[src/rtl/flop_fifo_if.sv]
// Handshake bundle between a flop_fifo and its producer/consumer.
// Carries the err flag only when FIFO_ERR_FLAG_EN is defined.
interface flop_fifo_if #(
    parameter int unsigned bits = 16
);
    logic [bits-1:0] Din;
    logic [bits-1:0] Dout;
    logic            push;
    logic            pop;
    logic            full;
    logic            pndng;
`ifdef FIFO_ERR_FLAG_EN
    logic            err;
`endif

    modport master (
`ifdef FIFO_ERR_FLAG_EN
        input  err,
`endif
        output Din, push, pop,
        input  Dout, full, pndng
    );

    modport slave (
`ifdef FIFO_ERR_FLAG_EN
        output err,
`endif
        input  Din, push, pop,
        output Dout, full, pndng
    );
endinterface

[src/rtl/flop_fifo.sv]
// First-word-fall-through FIFO in flip-flops, any depth >= 2.
// Define FIFO_ERR_FLAG_EN to add a sticky overflow/underflow flag (err).
module flop_fifo #(
    parameter int unsigned depth = 8,
    parameter int unsigned bits  = 16
) (
    input  logic         clk,
    input  logic         rst,
    flop_fifo_if.slave   fifo_io
);
    localparam int unsigned PtrW = $clog2(depth);
    localparam int unsigned CntW = PtrW + 1;

    logic [bits-1:0] mem_q [depth];
    logic [PtrW-1:0] rd_ptr_q, rd_ptr_d;
    logic [PtrW-1:0] wr_ptr_q, wr_ptr_d;
    logic [CntW-1:0] count_q, count_d;
    logic            full, pndng;
    logic            do_push, do_pop;

    assign full  = (count_q == CntW'(depth));
    assign pndng = (count_q != '0);

    // A pop in the same edge frees the slot, so a full FIFO still accepts the push.
    assign do_push = fifo_io.push && (!full || fifo_io.pop);
    assign do_pop  = fifo_io.pop && pndng;

    function automatic logic [PtrW-1:0] ptr_inc(input logic [PtrW-1:0] ptr);
        return (ptr == PtrW'(depth - 1)) ? '0 : ptr + PtrW'(1);
    endfunction

    always_comb begin
        rd_ptr_d = rd_ptr_q;
        wr_ptr_d = wr_ptr_q;
        count_d  = count_q;
        if (do_push) begin
            wr_ptr_d = ptr_inc(wr_ptr_q);
        end
        if (do_pop) begin
            rd_ptr_d = ptr_inc(rd_ptr_q);
        end
        unique case ({do_push, do_pop})
            2'b10:   count_d = count_q + CntW'(1);
            2'b01:   count_d = count_q - CntW'(1);
            default: count_d = count_q;
        endcase
    end

    always_ff @(posedge clk or posedge rst) begin
        if (rst) begin
            rd_ptr_q <= '0;
            wr_ptr_q <= '0;
            count_q  <= '0;
        end else begin
            rd_ptr_q <= rd_ptr_d;
            wr_ptr_q <= wr_ptr_d;
            count_q  <= count_d;
        end
    end

    always_ff @(posedge clk) begin
        if (do_push) begin
            mem_q[wr_ptr_q] <= fifo_io.Din;
        end
    end

    assign fifo_io.Dout  = pndng ? mem_q[rd_ptr_q] : '0;
    assign fifo_io.full  = full;
    assign fifo_io.pndng = pndng;

`ifdef FIFO_ERR_FLAG_EN
    logic err_q, err_d;

    // A pop paired with a push on an empty FIFO is not an underflow.
    always_comb begin
        err_d = err_q;
        if (fifo_io.push && !fifo_io.pop && full) begin
            err_d = 1'b1;
        end
        if (fifo_io.pop && !fifo_io.push && !pndng) begin
            err_d = 1'b1;
        end
    end

    always_ff @(posedge clk or posedge rst) begin
        if (rst) begin
            err_q <= 1'b0;
        end else begin
            err_q <= err_d;
        end
    end

    assign fifo_io.err = err_q;
`endif
endmodule

[src/flat_wrapper.sv]
// flat-port wrapper written by rule: the top's interface ports become plain ports
module flop_fifo_flat 
#(
    parameter int unsigned depth = 8,
    parameter int unsigned bits  = 16
)
  (clk, rst, fifo_io_Din, fifo_io_push, fifo_io_pop, fifo_io_Dout, fifo_io_full, fifo_io_pndng);
  flop_fifo_if #(.bits(bits)) fifo_io_i ();
  input  logic clk;
  input  logic rst;
  input wire logic [$bits(fifo_io_i.Din)-1:0] fifo_io_Din;
  input wire logic [$bits(fifo_io_i.push)-1:0] fifo_io_push;
  input wire logic [$bits(fifo_io_i.pop)-1:0] fifo_io_pop;
  output wire logic [$bits(fifo_io_i.Dout)-1:0] fifo_io_Dout;
  output wire logic [$bits(fifo_io_i.full)-1:0] fifo_io_full;
  output wire logic [$bits(fifo_io_i.pndng)-1:0] fifo_io_pndng;
  assign fifo_io_i.Din = fifo_io_Din;
  assign fifo_io_i.push = fifo_io_push;
  assign fifo_io_i.pop = fifo_io_pop;
  assign fifo_io_Dout = fifo_io_i.Dout;
  assign fifo_io_full = fifo_io_i.full;
  assign fifo_io_pndng = fifo_io_i.pndng;
  flop_fifo #(.depth(depth), .bits(bits)) u_core (.clk(clk), .rst(rst), .fifo_io(fifo_io_i));
endmodule
[config.mk]
export PLATFORM = sky130hd
export DESIGN_NAME = flop_fifo_flat
export DESIGN_NICKNAME = d
export VERILOG_FILES = /design/src/rtl/flop_fifo_if.sv /design/src/rtl/flop_fifo.sv /design/src/flat_wrapper.sv
export SDC_FILE = /design/constraint.sdc
export NUM_CORES = 1
export LEC_CHECK = 0
export BUFFER_PORTS_ARGS = -buffer_cell sky130_fd_sc_hd__buf_2
export CAP_MARGIN = 15
export CORE_MARGIN = 1.5
export CORE_UTILIZATION = 30
export DETAILED_ROUTE_END_ITERATION = 8
export GPL_ROUTABILITY_DRIVEN = 1
export REMOVE_ABC_BUFFERS = 1
export SYNTH_ARGS = -nofsm -noshare
export SYNTH_HDL_FRONTEND = slang
export SYNTH_SLANG_ARGS = --single-unit
[constraint.sdc]
create_clock -name clk -period 4.35 [get_ports clk]
set_clock_uncertainty 0.05 [all_clocks]
set_input_delay 0.87 -clock clk [delete_from_list [all_inputs] [get_ports clk]]
set_output_delay 0.87 -clock clk [all_outputs]
set_load 0.01 [all_outputs]
==> results.cfg <==
[status]
outcome = finished, final reports clean

[critical_path]
worstPathArrival_ps = 2400
cp.depth = 4
cp_slowest_stage_delay_ps = 780
endpoint_kind = primary output
crit_type = reg -> out
cpMaxStageDelayCell = dfrtp_1
r2r_start = u_core.count_q[0]$_DFFE_PP0P_
crit_start = u_core.rd_ptr_q[1]$_DFFE_PP0P_
path_cells = buf_4 > mux4_2 > a22o_1 > buf_2
cp.required_ps = 3430
cp-start-kind = flip-flop
cp_num_buf_inv = 2
ff2ff_path_depth = 6
critPathTopFamily = flip-flops
path_max_fanout = 20

[timing]
hold_slack_ps = 405.3
tns_ps = 0
period_needed_ps = 3318
setup_ws_ps = 1032
fmax_mhz = 301.4
final_hold_viol_count = 0
rsz0062_at_grt = false
fin_crit_sh = 0.7628
setup-violations-final = 0
slew_violations = 0
max_slew_margin = 0.5377
worst_pin_slew_ps = 693.4

[yosys]
synth_most_common_cell = edfxtp_1
synth-compound-area-share = 0.04355
synth_flop_cell = edfxtp_1
synth_top_area_cell = edfxtp_1
ys_warn_count = 0
synth.top_cells.by_count = edfxtp_1, mux4_2, a22o_1, dfrtp_1
synth_edf_count = 128
yosysTopAreaCellShare = 0.7004
async_flop_share = 0.07246
muxShareOfSynthArea = 0.1455
yosys.area_share.simple = 0.02782
syn_inst = 259
synth.avg_cell_area_sq_um = 21.19
ys_seq_area_frac = 0.7460
ys_types = 35
synth_adder_area_share = 0.01596
synthXorXnorAreaFrac = 0.004788
synth_top_family_by_area = multiplexers
synthTopCellsByArea = edfxtp_1, mux4_2, dfrtp_1
synth-seq-cells = 138
syn_area_sq_um = 5488

[clock_network]
hold_buffers = 0
clk_latency_ps = 410
clk_pin_slew_worst_paths_ps = 60
clk_path_buf_depth = 2
htreeDepth = 4
cts_buffers = 17
clock-root-buffer = clkbuf_16
post-cts-setup-buffer-count = 0
cts_resized = 0
clock_sinks = 138
tritoncts = done

[detailed_routing]
vias_per_cell = 4.825
routedWlPerCell_microns = 18.86
drc = 0
postRouteAntennaNets = 0
first_iter_violations = 163
drt_first_pass_iters = 4
drt_wl_total_mm = 10.47
num_vias = 2678

[floorplan]
die_area_sq_um = 19110
initial_core_util = 0.3055
rows = 49
io_pins = 38
chipWidth_microns = 138.3
core_region_area_sq_um = 17960
die_h_microns = 138.3

[placed_design]
hpwl_mm = 6.272
pre_cts_ws_ps = 1301
dpl-instance-area_sq_um = 6022
place_congestion = 0.6973
dp_cells = 523
portBuffers = 37

[grt]
grt_max_degree = 21
track_usage = 0.1184
overflow = 0
first_global_vias = 2920
antenna_found_initial = 1
grt_pass1_wl_mm = 16.68

[final_layout]
multi_input_area_sq_um = 1330
final_area_sq_um = 6678
n_fill_cell = 1641
syn_to_final_growth_pct = 21.68
final_nets = 340
n_antenna_cell = 0
drive_gt1_frac = 0.3834
fin_util = 0.3717
seq_area_sq_um = 4095
final_cells = 555

[power_and_ir_drop]
power_density_nw_per_um2 = 711.7
vdd_ir_drop_max_mv = 0.3586
leakage_nw = 2.291
total_power_mw = 4.752

[hold_path]
hold_path.class = in -> async

[run]
cap_violations = 0
==> final cells by class <==
cell class                      instances  area share
Sequential cell                       138      0.6133
Multi-Input combinational cell        101      0.1992
Clock buffer                           24     0.07364
Timing Repair Buffer                   49     0.04310
Tap cell                              229     0.04291
Clock inverter                          8     0.02455
Inverter                                6    0.003373
==> final timing paths <==
path	end	slack (ps)
worst min-delay path	u_core.rd_ptr_q[2]$_DFFE_PP0P_	410
worst min register to register	u_core.rd_ptr_q[2]$_DFFE_PP0P_	520
min in group clk	u_core.rd_ptr_q[2]$_DFFE_PP0P_	520
max in group asynchronous	u_core.rd_ptr_q[0]$_DFFE_PP0P_	3510
worst max register to register	u_core.count_q[3]$_DFFE_PP0P_	1240
worst max-delay path	fifo_io_Dout[5]	1030
==> cells in the final DEF, fill, tap and decap left out, types with 2 or more instances in the layout <==
cell type    n
a21o_1       2
bufinv_16    5
a22o_1      16
buf_2       37
mux2_4       3
nor2_1       6
mux2_2       2
buf_4       11
nor2b_1      3
xnor2_1      2
ha_1         7
dfrtp_1      9
clkbuf_8     4
nand2b_1     3
clkinv_2     2
nand2_1      2
clkbuf_16   17
inv_1        6
clkbuf_1     3
edfxtp_1   128
mux4_2      32
nor3_2       4
==> metal layers <==
layer / global-route usage / part of all wire
met5: 0 / 0.00096
met4: 0.05596 / 0.025
met3: 0.03879 / 0.045
met1: 0.1468 / 0.44
met2: 0.1883 / 0.49
==> registers in the layout, indices dropped and copies added (netlist names) <==
name	flops
u_core.mem_q	128
u_core.count_q	4
u_core.rd_ptr_q	3
u_core.wr_ptr_q	3
==> cells by family after synthesis <==
| kind of cell | count (synthesis) |
|---|---|
| XOR/XNOR | 3 |
| AO/OA/AOI/OAI | 27 |
| flip-flops | 138 |
| adder cells (fa/ha/maj) | 7 |
| AND/OR/NAND/NOR | 26 |
| buffers and inverters | 20 |
| multiplexers | 38 |
==> power breakdown <==
group	internal [mW]	switching, mW	total (mW)	leakage (nW)
logic	0.669	0.649	1.32	0.688
registers	1.69	0.180	1.87	1.28
clock network	1.07	0.492	1.57	0.322
total	3.43	1.32	4.75	2.29
Power figures use the tool's default switching activity.
